[src/rtl/branch_resolver_pkg.sv]
// Shared types for the branch resolver: FSM encodings, in-flight entry layout and
// the mispredict rule.
package branch_resolver_pkg;

  localparam int unsigned PC_W = 32;

  localparam logic [0:0] BR_NORMAL  = 1'b0;
  localparam logic [0:0] BR_RECOVER = 1'b1;

  // Bit layout: taken [64], target [63:32], fallthru [31:0].
  typedef struct packed {
    logic            taken;
    logic [PC_W-1:0] target;
    logic [PC_W-1:0] fallthru;
  } br_entry_t;

  localparam int unsigned ENTRY_W = $bits(br_entry_t);

  function automatic logic is_mispredict(br_entry_t       head,
                                         logic            actual_taken,
                                         logic [PC_W-1:0] actual_target);
    return (head.taken != actual_taken) || (actual_taken && (head.target != actual_target));
  endfunction

endpackage

[src/rtl/branch_pred_fifo.sv]
// Small FIFO holding in-flight predictions; supports push and pop in the same
// cycle (also when full) and a synchronous clear that wins over both.
module branch_pred_fifo #(
  parameter int unsigned DEPTH = 4,
  parameter int unsigned WIDTH = 65
) (
  input  logic             clk,
  input  logic             rst_n,
  input  logic             clear,
  input  logic             push,
  input  logic             pop,
  input  logic [WIDTH-1:0] wdata,
  output logic [WIDTH-1:0] rdata,
  output logic             full,
  output logic             empty
);

  localparam int unsigned PtrW = $clog2(DEPTH);

  logic [WIDTH-1:0] mem [DEPTH];
  logic [PtrW-1:0]  wr_ptr_q, rd_ptr_q;
  logic [PtrW:0]    count_q;
  logic             do_push, do_pop;

  assign full    = (count_q == (PtrW+1)'(DEPTH));
  assign empty   = (count_q == '0);
  assign do_pop  = pop & ~empty;
  assign do_push = push & (~full | do_pop);
  assign rdata   = mem[rd_ptr_q];

  always_ff @(posedge clk or negedge rst_n) begin
    if (!rst_n) begin
      wr_ptr_q <= '0;
      rd_ptr_q <= '0;
      count_q  <= '0;
    end else if (clear) begin
      wr_ptr_q <= '0;
      rd_ptr_q <= '0;
      count_q  <= '0;
    end else begin
      if (do_push) wr_ptr_q <= wr_ptr_q + PtrW'(1);
      if (do_pop)  rd_ptr_q <= rd_ptr_q + PtrW'(1);
      count_q <= count_q + (PtrW+1)'(do_push) - (PtrW+1)'(do_pop);
    end
  end

  always_ff @(posedge clk) begin
    if (do_push && !clear) mem[wr_ptr_q] <= wdata;
  end

endmodule

[src/rtl/branch_resolver.sv]
// Checks ID-stage predictions against MEM-stage outcomes; on a mismatch issues a
// registered flush/redirect, then ignores wrong-path traffic for a few cycles.
module branch_resolver
  import branch_resolver_pkg::*;
#(
  parameter int unsigned QUEUE_DEPTH    = 4,
  parameter int unsigned RECOVER_CYCLES = 2,
  parameter int unsigned CNT_WIDTH      = 32
) (
  input  logic                 clk,
  input  logic                 rst_n,
  input  logic                 pred_valid,
  input  logic                 pred_taken,
  input  logic [PC_W-1:0]      pred_target,
  input  logic [PC_W-1:0]      pred_fallthru,
  input  logic                 stall,
  input  logic                 resolve_valid,
  input  logic                 actual_taken,
  input  logic [PC_W-1:0]      actual_target,
  output logic                 flush,
  output logic [PC_W-1:0]      redirect_pc,
  output logic                 upd_valid,
  output logic                 upd_taken,
  output logic [CNT_WIDTH-1:0] branch_cnt,
  output logic [CNT_WIDTH-1:0] mispred_cnt,
  output logic                 err_underflow,
  output logic                 err_overflow
);

  localparam int unsigned RcW = (RECOVER_CYCLES > 1) ? $clog2(RECOVER_CYCLES) : 1;
  localparam logic [RcW-1:0] RcLast = RcW'(RECOVER_CYCLES - 1);

  logic [0:0]     state_q, state_d;
  logic [RcW-1:0] rec_cnt_q, rec_cnt_d;
  br_entry_t      head, new_entry;
  logic           fifo_full, fifo_empty;
  logic           normal, accept_pred, accept_res, res_ok, underflow, overflow, mispred;

  assign new_entry = '{taken: pred_taken, target: pred_target, fallthru: pred_fallthru};

  assign normal      = (state_q == BR_NORMAL);
  assign accept_pred = normal & pred_valid & ~stall;
  assign accept_res  = normal & resolve_valid & ~stall;
  assign res_ok      = accept_res & ~fifo_empty;
  assign underflow   = accept_res & fifo_empty;
  assign mispred     = res_ok & is_mispredict(head, actual_taken, actual_target);
  // A same-cycle dequeue frees the slot, so a full queue only overflows without one.
  assign overflow    = accept_pred & fifo_full & ~res_ok;

  branch_pred_fifo #(
    .DEPTH (QUEUE_DEPTH),
    .WIDTH (ENTRY_W)
  ) u_fifo (
    .clk   (clk),
    .rst_n (rst_n),
    .clear (mispred),
    .push  (accept_pred & ~mispred),
    .pop   (res_ok),
    .wdata (new_entry),
    .rdata (head),
    .full  (fifo_full),
    .empty (fifo_empty)
  );

  always_comb begin
    state_d   = state_q;
    rec_cnt_d = rec_cnt_q;
    case (state_q)
      BR_NORMAL: begin
        if (mispred) begin
          state_d   = BR_RECOVER;
          rec_cnt_d = '0;
        end
      end
      BR_RECOVER: begin
        // Advances regardless of stall.
        if (rec_cnt_q == RcLast) state_d = BR_NORMAL;
        else                     rec_cnt_d = rec_cnt_q + RcW'(1);
      end
      default: state_d = BR_NORMAL;
    endcase
  end

  always_ff @(posedge clk or negedge rst_n) begin
    if (!rst_n) begin
      state_q       <= BR_NORMAL;
      rec_cnt_q     <= '0;
      flush         <= 1'b0;
      redirect_pc   <= '0;
      upd_valid     <= 1'b0;
      upd_taken     <= 1'b0;
      branch_cnt    <= '0;
      mispred_cnt   <= '0;
      err_underflow <= 1'b0;
      err_overflow  <= 1'b0;
    end else begin
      state_q   <= state_d;
      rec_cnt_q <= rec_cnt_d;
      flush     <= mispred;
      upd_valid <= res_ok;
      if (res_ok)  upd_taken   <= actual_taken;
      if (mispred) redirect_pc <= actual_taken ? actual_target : head.fallthru;
      if (res_ok && (branch_cnt != '1))   branch_cnt  <= branch_cnt + CNT_WIDTH'(1);
      if (mispred && (mispred_cnt != '1)) mispred_cnt <= mispred_cnt + CNT_WIDTH'(1);
      if (underflow) err_underflow <= 1'b1;
      if (overflow)  err_overflow  <= 1'b1;
    end
  end

endmodule
[config.mk]
export PLATFORM = sky130hd
export DESIGN_NAME = branch_resolver
export DESIGN_NICKNAME = d
export VERILOG_FILES = /design/src/rtl/branch_resolver_pkg.sv /design/src/rtl/branch_pred_fifo.sv /design/src/rtl/branch_resolver.sv
export SDC_FILE = /design/constraint.sdc
export NUM_CORES = 1
export LEC_CHECK = 0
export BUFFER_PORTS_ARGS = -buffer_cell sky130_fd_sc_hd__buf_2
export CORE_MARGIN = 2
export CORE_UTILIZATION = 52
export DETAILED_ROUTE_END_ITERATION = 8
export GPL_ROUTABILITY_DRIVEN = 1
export MAX_ROUTING_LAYER = met4
export PLACE_DENSITY = 0.85
export SKIP_CTS_REPAIR_TIMING = 1
export SLEW_MARGIN = 20
export SYNTH_ARGS = -nofsm -noshare
export SYNTH_HDL_FRONTEND = slang
export SYNTH_SLANG_ARGS = --single-unit
[constraint.sdc]
create_clock -name clk -period 4.1 [get_ports clk]
set_input_delay 0.41 -clock clk [delete_from_list [all_inputs] [get_ports clk]]
set_output_delay 0.41 -clock clk [all_outputs]
set_load 0.005 [all_outputs]
---- Yosys cells after proc, flatten, opt, wreduce, memory -nomap -nowiden ----
Memory sizes are Yosys's and may differ from the RTL's.
Index checks and enable logic that the tools add are counted.
W data, S select, Z words.
storage, ports and cells
  RAM bits ................................ 260
  output and inout bits ................... 101
  memories kept ........................... 1
  register bits ........................... 110
memories
  name        words  width  read ports  clocked after Yosys merged registers in  wr ports  RTL line                source
  u_fifo.mem  4      65     1           0                                        1         branch_pred_fifo.sv:20  logic [WIDTH-1:0] mem [DEPTH];
operators by class
  equality and inequality tests ........... 6
  muxes and demuxes ....................... 14
  bitwise gates (word level) .............. 19
  reductions and logical operators ........ 9
  add/sub/neg operators ................... 7
operator list
  operator                 count
  $add A32 B1 Y32 const B  2
  $ne A32 B32 Y1 const B   2
  $mux W32                 1
  $ne A32 B32 Y1           1
  $and A1 B1 Y1            12
  $mux W2                  4
  $mux W1                  6
  $not A1 Y1               6
  $add A2 B1 Y2 const B    2
  $logic_and A1 B1 Y1      4
  $pmux W1 S2              2
  $reduce_bool A2 Y1       2
  $add A3 B1 Y3            1
  $eq A3 B3 Y1 const B     1
  $logic_not A3 Y1         1
  $mux W3                  1
  $sub A3 B1 Y3            1
  $ne A2 B1 Y1 const B     1
  $add A1 B1 Y1 const B    1
  $logic_not A1 Y1         1
  $logic_or A1 B1 Y1       1
  $ne A1 B1 Y1             1
  $or A1 B1 Y1             1

---- Longest topological paths before layout ----
Gate-level depths: netlist (run 1).
  word-level depth ........................ 11
  mapped depth ............................ 15
  depth with buffers taken out ............ 13

---- Modules after synthesis ----
From an unflattened synthesis (run 1), not the netlist that was laid out.
unflattened totals
  cells, all modules ...................... 899
  area total of the unflattened synthesis .. 15158.3 sq um
modules (own cells, without submodules)
  module            area each (sq um)  instances  seq. area each (sq um)  cells an instance
  branch_pred_fifo  9882.0             1          7982.7                  385
  branch_resolver   5276.3             1          2577.5                  514

---- Worst setup path before layout (run 1) ----
Ideal clock, no wire load.
  path kind ............................... reg2reg
  start ................................... register u_fifo.rd_ptr_q[0]
  end ..................................... memory u_fifo.mem[0][0], enable pin
  data required time ...................... 3.670 ns
  clock period less this slack ............ 4.070 ns
  path buffers ............................ 2
  stages on the path, launching flop included .. 10
  setup slack ............................. 0.030 ns
  arrival time ............................ 3.640 ns
  path through ............................ dfrtp_1 buf_2 buf_2 mux4_2 xnor2_1 o2111ai_1 nor4_1 nand4_1 nand2_2 and3_1
on the way
  word-level cells in the longest chain between the ends .. 11
  elaborated cells on any way between the ends .. 13
  those cells by class .................... eq/ne (2); mux (2); bitwise (4); reduce/logical (4); memory (1)
ends and longest elaborated chain
  what                             RTL line                   source
  from (decl)                      branch_pred_fifo.sv:21     logic [PtrW-1:0] wr_ptr_q, rd_ptr_q;
  from (signal assigned)           branch_pred_fifo.sv:42     if (do_pop) rd_ptr_q <= rd_ptr_q + PtrW'(1);
  $mem_v2 Z4 W65 *                 n/a
  $ne A32 B32 Y1                   branch_resolver_pkg.sv:22  return (head.taken != actual_taken) || (actual_taken && (head.target != actual_target));
  $logic_and A1 B1 Y1              branch_resolver_pkg.sv:22
  $logic_or A1 B1 Y1 *             branch_resolver_pkg.sv:22
  $and A1 B1 Y1 *                  branch_resolver.sv:46      assign mispred = res_ok & is_mispredict(head, actual_taken, actual_target);
  $not A1 Y1                       branch_resolver.sv:57      .push (accept_pred & ~mispred),
  $and A1 B1 Y1                    branch_resolver.sv:57
  $and A1 B1 Y1                    branch_pred_fifo.sv:28     assign do_push = push & (~full | do_pop);
  $logic_and A1 B1 Y1 *            branch_pred_fifo.sv:48     if (do_push && !clear) mem[wr_ptr_q] <= wdata;
  $mux W1 *                        branch_pred_fifo.sv:48
  $mux W1 (not written as such) *  branch_pred_fifo.sv:48
  to (decl)                        branch_pred_fifo.sv:20
Every way passes the cells marked *; elsewhere a longest branch is shown, timed or not.

---- Final worst setup path (run 1) ----
  start ................................... register u_fifo.rd_ptr_q[1]
  end ..................................... register u_fifo.count_q[2]
on the way
  word-level cells in the longest chain between the ends .. 11
  elaborated cells on any way between the ends .. 12
  those cells by class .................... add/sub (2); eq/ne (2); mux (1); bitwise (4); reduce/logical (2); memory (1)
ends and longest elaborated chain
  what                  RTL line                   source
  $mem_v2 Z4 W65 *      n/a
  $ne A32 B32 Y1        branch_resolver_pkg.sv:22
  $logic_and A1 B1 Y1   branch_resolver_pkg.sv:22
  $logic_or A1 B1 Y1 *  branch_resolver_pkg.sv:22
  $and A1 B1 Y1 *       branch_resolver.sv:46
  $not A1 Y1            branch_resolver.sv:57
  $and A1 B1 Y1         branch_resolver.sv:57
  $and A1 B1 Y1         branch_pred_fifo.sv:28
  $add A3 B1 Y3         branch_pred_fifo.sv:43     count_q <= count_q + (PtrW+1)'(do_push) - (PtrW+1)'(do_pop);
  $sub A3 B1 Y3         branch_pred_fifo.sv:43
  $mux W3 *             branch_pred_fifo.sv:36     end else if (clear) begin
  to (signal assigned)  branch_pred_fifo.sv:43
  to (decl)             branch_pred_fifo.sv:22     logic [PtrW:0] count_q;
Marked as above.
A chain may end at the register's enable or synchronous reset.

==> results of run 1 <==
[layer usage]
| layer | wire length [um] | vias to the layer above | GRT usage [%] |
|---|---|---|---|
| met5 | 0 | - | - |
| met4 | 836 | 0 | 6.70 |
| met3 | 3670 | 79 | 4.94 |
| met2 | 17500 | 513 | 38.6 |
| met1 | 13800 | 4623 | 32.0 |
| li1 | - | 4040 | - |
[cell type report]
| class | count | share of cell area, % |
|---|---|---|
| multi-input combinational | 503 | 24.1 |
| antenna | 9 | 0.124 |
| inverter | 17 | 0.351 |
| clock inverter | 19 | 1.22 |
| sequential | 370 | 58.2 |
| tap | 384 | 2.64 |
| timing repair buffer | 231 | 7.52 |
| clock buffer | 51 | 5.89 |
[critical path: stages (launching register included)]
cell and delay [ns]:
sky130_fd_sc_hd__dfrtp_4 0.75, sky130_fd_sc_hd__buf_4 0.27, sky130_fd_sc_hd__mux2i_1 0.15, sky130_fd_sc_hd__a221oi_1 0.50, sky130_fd_sc_hd__o2111ai_1 0.29, sky130_fd_sc_hd__nor4_1 0.27
sky130_fd_sc_hd__nand4_1 0.18, sky130_fd_sc_hd__nand2_2 0.13, sky130_fd_sc_hd__and2_1 0.12, sky130_fd_sc_hd__ha_1 0.14, sky130_fd_sc_hd__inv_1 0.05, sky130_fd_sc_hd__fa_1 0.37
sky130_fd_sc_hd__xor2_1 0.17, sky130_fd_sc_hd__xnor2_1 0.14, sky130_fd_sc_hd__nor2_1 0.05
[flip-flops by register name, summed over array words and instances (netlist names)]
register	count
upd_valid	1
upd_taken	1
flush	1
mispred_cnt	32
err_overflow	1
err_underflow	1
u_fifo.rd_ptr_q	2
branch_cnt	32
u_fifo.count_q	3
state_q	1
rec_cnt_q	1
u_fifo.mem	260
redirect_pc	32
u_fifo.wr_ptr_q	2
[kinds of logic after synthesis]
group	count (synthesis)	synth area share, %
AOI/OAI and AO/OA	90	3.49
DFF	370	69.6
adders and majority gates	9	0.791
xor gates and xnor gates	95	5.48
and+or+nand+nor	199	6.84
muxes	110	12.0
buffers and inverters	58	1.80
[power by group through the flow]
stage | combinational, mW | clock (mW) | sequential, mW
after floorplan | 1.62 | 0 | 4.81
after global placement | 2.25 | 0 | 4.94
after detailed placement | 2.32 | 0 | 4.96
after CTS | 2.36 | 3.56 | 4.90
after global routing | 2.63 | 3.70 | 4.93
final | 2.41 | 3.52 | 4.87
[per-stage QoR]
stage	std cells	util (%)	total power, mW
2_1_floorplan	931	-	6.43
3_3_place_gp	1504	58.7	7.18
3_5_place_dp	1504	58.7	7.28
4_1_cts	1574	63.2	10.8
5_1_grt	1584	63.3	11.3
6_report	1584	63.3	10.8
[layout by cell type, fill, tap and decap left out, types with 10 or more instances in the layout]
cell	count
sky130_fd_sc_hd__xnor2_1	75
sky130_fd_sc_hd__buf_4	18
sky130_fd_sc_hd__nand2_1	41
sky130_fd_sc_hd__nand3_1	40
sky130_fd_sc_hd__dfrtp_1	108
sky130_fd_sc_hd__and3_1	11
sky130_fd_sc_hd__edfxtp_1	260
sky130_fd_sc_hd__mux4_2	58
sky130_fd_sc_hd__buf_2	202
sky130_fd_sc_hd__nor2_1	25
sky130_fd_sc_hd__nand4_1	22
sky130_fd_sc_hd__and2_1	14
sky130_fd_sc_hd__mux2i_1	50
sky130_fd_sc_hd__clkbuf_16	39
sky130_fd_sc_hd__nor4_1	10
sky130_fd_sc_hd__buf_12	11
sky130_fd_sc_hd__inv_1	16
sky130_fd_sc_hd__a21oi_1	65
sky130_fd_sc_hd__xor2_1	20
[worst max-delay path by stage]
stage | depth (start not counted) | startpoint | slack (ns) | to
final | 14 | u_fifo.rd_ptr_q[1] | 0.35 | u_fifo.count_q[2]
after CTS | 13 | u_fifo.rd_ptr_q[0] | 0.22 | u_fifo.count_q[2]
after floorplan | 9 | u_fifo.rd_ptr_q[0] | 0.03 | u_fifo.mem[0][0]
after global placement | 14 | u_fifo.rd_ptr_q[0] | 0.35 | u_fifo.count_q[2]
after detailed placement | 13 | u_fifo.rd_ptr_q[0] | 0.27 | u_fifo.count_q[2]
after global routing | 14 | u_fifo.rd_ptr_q[1] | 0.11 | u_fifo.count_q[2]
==> results summary, run 1 <==
The clock tree synthesis step divided the H-tree into 2 levels. In this run, the combinational gates consume 22.3% of the power. The final routed wirelength across all metal layers came out at 35800 um.

The run finished, with violations left. The I/O pin count is 204. The top cell type by total area after synthesis is sky130_fd_sc_hd__edfxtp_1. The final number of max-transition violations came out at 0.

The number of distinct library cells after synthesis came out at 52. The share of the synthesized area in the top cell type is 51.4%. The actual slew at the worst max-slew pin is 0.842 ns. The startpoint identified for the worst register-to-register timing path is u_fifo.rd_ptr_q[1]. The core region is 28700 um2. The initial antenna violation count came out at 10. The latest clock arrival within the worst-skew pair came out at 0.53 ns. The first-pass detailed-route iteration total came out at 6. The routability congestion estimate from global placement came out at 0.890. The async set-reset flop share out of synthesis came out at 29.7%. Summed over all failing endpoints, the final setup total negative slack is 0 ns. The checks that failed: hold timing. The total number of yosys warnings came out at 0. Derived from the worst setup path, the maximum achievable clock frequency is 266 MHz. The post-route minimum period is 3.75 ns. The area of all placed cells without fillers is 18200 um2.

The count of cells along the worst register-to-register path came out at 14. The internal power contribution is 7.81 mW. The floorplan step defined a die boundary enclosing 30600 um2. The average via count per standard cell is 5.84. The number of endpoints failing setup at the final stage is 0. The final critical-path share of the clock period is 91.5%. Once detail routing completed, the nets flagged for antenna violations numbered 0.

The master cell of the clock root buffer is sky130_fd_sc_hd__clkbuf_16. The synthesized design contains 370 register bits. The flip-flop and latch area came out at 10600 um2. Of all nets on the critical path, the largest fanout is 32. Summing the sequential cell areas from Yosys gives 69.6% of the chip area. The worst hold path belongs to the class input pin to async pin.

The detailed placer's ending HPWL came out at 23700 um. The total overflow reported by the global router is 0. The starting utilization of the core area came out at 52.9%. The worst clock skew is 0.0182 ns. The worst setup path is captured at a flop. In this run the horizontal extent of the chip is 175 um. TritonCTS built the clock tree.

The pin count of the biggest net entering global routing is 65. Each instance of the synthesized netlist takes up on average 16.3 um2. The global-route usage over all layers is 24.2%.

The post-placement worst setup slack came out at 0.271 ns. Ranked by total cell area, the synthesized netlist is headed by sky130_fd_sc_hd__edfxtp_1, sky130_fd_sc_hd__dfrtp_1, sky130_fd_sc_hd__mux4_2. The post-route netlist has 31.0% of its cells at a drive strength greater than 1. The chip height came out at 175 um. In this run, the number of DRC markers left after iteration 0 of detailed routing was 997.

Sequential cells account for 45.1% of the total power. The global-route wire length before repair came out at 54400 um. The via count of the first global-routing pass was 9388. The clock net sink count is 370. The worst register-to-register path ends at u_fifo.count_q[2]. Max-cap violations in this run came to 0. In this run the tightest slew margin relative to its limit is 43.4%. After technology mapping, the gate count stands at 931. Yosys mapped a number of flops with a built-in enable equal to 260.

The number of nets in the final layout is 1273. The clock transition at the register clock pins on the worst setup and hold paths after CTS came out at 0.06 ns. The data required time at the worst endpoint came out at 4.48 ns. The most used flip-flop cell after synthesis is sky130_fd_sc_hd__edfxtp_1. The number of hold-slack violations in the final timing report came to 23. The ratio of total power to cell area came out at 594 nW/um2. The peak ir drop on the vdd network is 0.000456 V.

The total leakage power is 6.88 nW. The floorplan has 62 rows. The routed wire length per instance came out at 22.6 um. The number of input and output port buffers inserted came out at 203.

The post-detailed-route DRC marker count is 0. The deepest clock path buffer count came out at 3. The worst register-to-register path has a setup slack of 0.35 ns. Summing every instance area after synthesis gives 15200 um2. STA classifies the critical path startpoint as a flop. The number of nets produced by synthesis is 1043. The data arrival at the endpoint of the critical path is 4.13 ns. After filler insertion, the fill cell instance count of the layout stands at 1997. The total placed instance area came out at 16800 um2. The setup slack after layout came out at 0.347 ns. By instance count, the leading cell after synthesis is sky130_fd_sc_hd__edfxtp_1. The area added between synthesis and finish came out at 19.7%. The net switching fraction of the power came out at 27.6%.

Clock tree synthesis inserted a total of 38 buffers. The via count of the routed design is 9255. The analysis attributes to net switching a power of 2.98 mW.

The part of the total power dissipated in the clock network came out at 32.6%. The multi-input combinational cells in the finished layout cover a total of 4380 um2. The critical path is of the flop to flop type.

Counting instances in the post-synthesis netlist gives the leading cell types as sky130_fd_sc_hd__edfxtp_1, sky130_fd_sc_hd__dfrtp_1, sky130_fd_sc_hd__xnor2_1, sky130_fd_sc_hd__a21oi_1, sky130_fd_sc_hd__mux4_2. The minimum hold slack is -0.0309 ns. Setup repair after global routing left no endpoint under its margin.
Note: power is estimated with default switching activity, not from simulation.
==> inputs of run 2 (changes only) <==
Settings changed: BUFFER_PORTS_ARGS -buffer_cell sky130_fd_sc_hd__buf_2 to not set, CORE_UTILIZATION 52 to 56, DONT_BUFFER_PORTS set to 1, PLACE_DENSITY 0.85 to 0.83.
==> run 2 against run 1 <==
- the flow now finishes without violations
- combinational power is 14% lower
- sequential share of layout area is 1.7 points higher
- clock power is 4% lower
- first-iteration DRC count is 7.0% lower
- wire length is 1.4% lower
- worst hold slack better by 0.059 ns
- sequential cell count stayed put
- global-route usage is 0.33 points higher
- critical endpoint unchanged
==> results summary, run 2 (synthesized netlist as in run 1, its figures left out) <==
The flow ran to the end, and the final reports show no timing, DRC or antenna violations. The worst clock skew came to 0.0316 ns (+0.0134 ns). The final critical-path share of the clock period is 94.9% (+3.4 points). The setup slack after layout came out at 0.209 ns (-0.138 ns). The most common cell after layout, fill and taps aside is sky130_fd_sc_hd__edfxtp_1. The launching element type of the critical path is a flop. The initial antenna violation count is 5 (-5).

The average via count per standard cell is 6.27 (+7.3%). The post-route total power is 10.4 mW (-3.5%). The chip height came out at 169 um (-3.6%). The cell depth of the worst min-delay path is 1. The global-route usage over all layers came out at 24.5% (+0.33 points). The post-route minimum period came out at 3.89 ns (+0.138 ns).

The critical path is of the flop to flop type. In this run the worst setup path begins at u_fifo.rd_ptr_q[1]. The number of DRC markers in iteration 0 came out at 927 (-7.0%). Traced cell by cell, the critical path runs through mux2i_1 -> nand2_1 -> a311o_1 -> a2111oi_0 -> nand4_1 -> nand2_2 -> and2_1 -> ha_1 -> inv_1 -> fa_1 -> xor2_1 -> xnor2_1 -> nor2_1.

The worst hold-check path type is input pin to flop. The pin count of the biggest net entering global routing is 111 (+71%). The end of the worst register-to-register path is u_fifo.count_q[2].

The number of hold-slack violations in the final timing report was 0 (-100%). The detailed placer's ending HPWL is 21900 um (-7.8%). The final number of max-transition violations is 0 (unchanged). The width of the die came out at 169 um (-3.6%). The fmax is 257 MHz (-3.5%).

The number of rows created at floorplan is 60 (-3.2%). The I/O pin count came out at 204 (unchanged). The routed wire length per instance was 25.4 um (+12%). The routability congestion estimate from global placement is 0.849 (-4.6%).

The clock transition at the register clock pins on the worst setup and hold paths after CTS came out at 0.07 ns (about the same). The startpoint identified for the worst hold timing path is resolve_valid. The first-pass detailed-route iteration total came out at 7 (+1).

The post-detailed-route DRC marker count came out at 0 (unchanged). The total leakage power came out at 6.22 nW (-9.6%). The number of nets with antenna violations after routing is 0 (unchanged).

The deepest clock path buffer count came to 3 (unchanged). The reg-to-reg setup timing slack came to 0.21 ns (-0.14 ns). The largest stage delay on the critical path came out at 0.74 ns (about the same). The via count of the routed design is 8712 (-5.9%). The register name with the most flops is u_fifo.mem. The number of endpoints failing setup at the final stage came out at 0 (unchanged).

The data required time at the worst endpoint is 4.49 ns (about the same). The max capacitance violation total came out at 0 (unchanged). The ratio of total power to cell area came out at 591 nW/um2 (-0.61%). The area added between synthesis and finish came out at 16.2%. The critical-path maximum fanout came out at 30 (-6.3%). In this run the critical register-to-register path is launched from u_fifo.rd_ptr_q[1]. The data arrival at the endpoint of the critical path came to 4.28 ns (+0.15 ns). The number of CTS-inserted buffers is 37 (-2.6%). The number of input and output port buffers inserted came out at 0 (-100%).

The starting utilization of the core area is 56.7% (+3.8 points). The final routed wirelength across all metal layers came out at 35300 um (-1.4%). The total placed instance area came out at 15700 um2 (-6.7%).

The library cells used most frequently in the layout, excluding fill and tap cells, are sky130_fd_sc_hd__edfxtp_1, sky130_fd_sc_hd__dfrtp_1, sky130_fd_sc_hd__xnor2_1. The headroom to the max-slew limit came out at 43.2% (-0.18 points). The final standard cell utilization of the core is 65.8% (+2.5 points). The critical path buffer and inverter count is 1 (-1).

Clock tree synthesis selected as its root buffer the cell sky130_fd_sc_hd__clkbuf_16. The latest clock arrival within the worst-skew pair came to 0.55 ns (+0.02 ns). For hold timing, the worst endpoint is err_underflow.

TritonCTS built the clock tree. The total overflow reported by the global router was 0 (unchanged). The via count of the first global-routing pass came out at 8594 (-8.5%). The worst-path cell with the longest stage delay is sky130_fd_sc_hd__dfrtp_4. The count of cells along the worst register-to-register path came to 13 (-1). The total core area is 26800 um2 (-6.6%).

The global-route wire length before repair was 51200 um (-5.8%). The share of final-layout standard cells stronger than drive strength 1 is 15.1% (-16 points). The area of all placed cells without fillers was 17600 um2 (-2.9%).

The overall die area came to 28400 um2 (-7.0%). The number of nets in the final layout came to 1129 (-11%). Grouping stages by cell kind, the critical path spends the most delay in compound AO/OA/AOI/OAI gates. The actual slew at the worst max-slew pin is 0.845 ns (+0.00266 ns).

The category of the worst setup path capture point is a flop. The peak ir drop on the vdd network is 0.000574 V (+26%). The number of flip-flops under the largest register name came out at 260 (unchanged). The H-tree level count is 2 (unchanged). The post-placement worst setup slack was 0.250 ns (-0.0216 ns). The clock net sink count came out at 370 (unchanged). The setup TNS after final layout is 0 ns (unchanged).

The fill cell total of the finished layout is 1736 (-13%).
run 2: cell types whose count changed in the layout (fill, tap and decap cells not counted), sizes merged:
cell | previous run | this run
buf | 231 | 22
bufinv | 4 | 2
clkbuf | 51 | 50
clkinv | 10 | 8
clkinvlp | 2 | 3
diode | 9 | 5
dlygate4sd3 | 0 | 66
inv | 20 | 19
run 2: how the worst max path moves through the flow:
stage | to | slack, ns | cells after the start
2_1_floorplan | u_fifo.mem[0][0] | 0.03 | 9
3_3_place_gp | u_fifo.count_q[2] | 0.26 | 13
3_5_place_dp | u_fifo.count_q[2] | 0.25 | 13
4_1_cts | u_fifo.count_q[2] | 0.21 | 13
5_1_grt | u_fifo.count_q[2] | -0.02 | 14
6_report | u_fifo.count_q[2] | 0.21 | 13
run 2: report_power, final:
part | internal [mW] | total (mW) | switching [mW] | leakage, nW
clock | 1.95 | 3.39 | 1.44 | 0.596
combinational | 1.04 | 2.08 | 1.04 | 1.89
sequential | 4.51 | 4.96 | 0.444 | 3.73
total | 7.50 | 10.4 | 2.92 | 6.22
run 2: metal layers:
| layer | track usage (%) | vias up | wire length, um |
|---|---|---|---|
| li1 | - | 3739 | - |
| met3 | 9.31 | 62 | 3470 |
| met5 | - | - | 0 |
| met4 | 7.87 | 0 | 1010 |
| met2 | 38.3 | 467 | 17400 |
| met1 | 29.8 | 4444 | 13400 |
run 2: per-stage QoR:
stage / hold WS, ns / std cells
after global placement: 0.117 / 1252
after CTS: -0.460 / 1317
after detailed placement: 0.117 / 1252
after global routing: 0.0172 / 1389
final: 0.0285 / 1389
after floorplan: 0.114 / 931
run 2: area by class of cell:
class | count | area [um2] | share of cell area (%)
sequential | 370 | 10600 | 59.9
multi-input combinational | 503 | 4380 | 24.8
clock buffer | 50 | 1040 | 5.92
timing repair buffer | 88 | 962 | 5.45
tap | 341 | 427 | 2.42
clock inverter | 15 | 190 | 1.08
inverter | 17 | 63.8 | 0.362
antenna | 5 | 12.5 | 0.0709
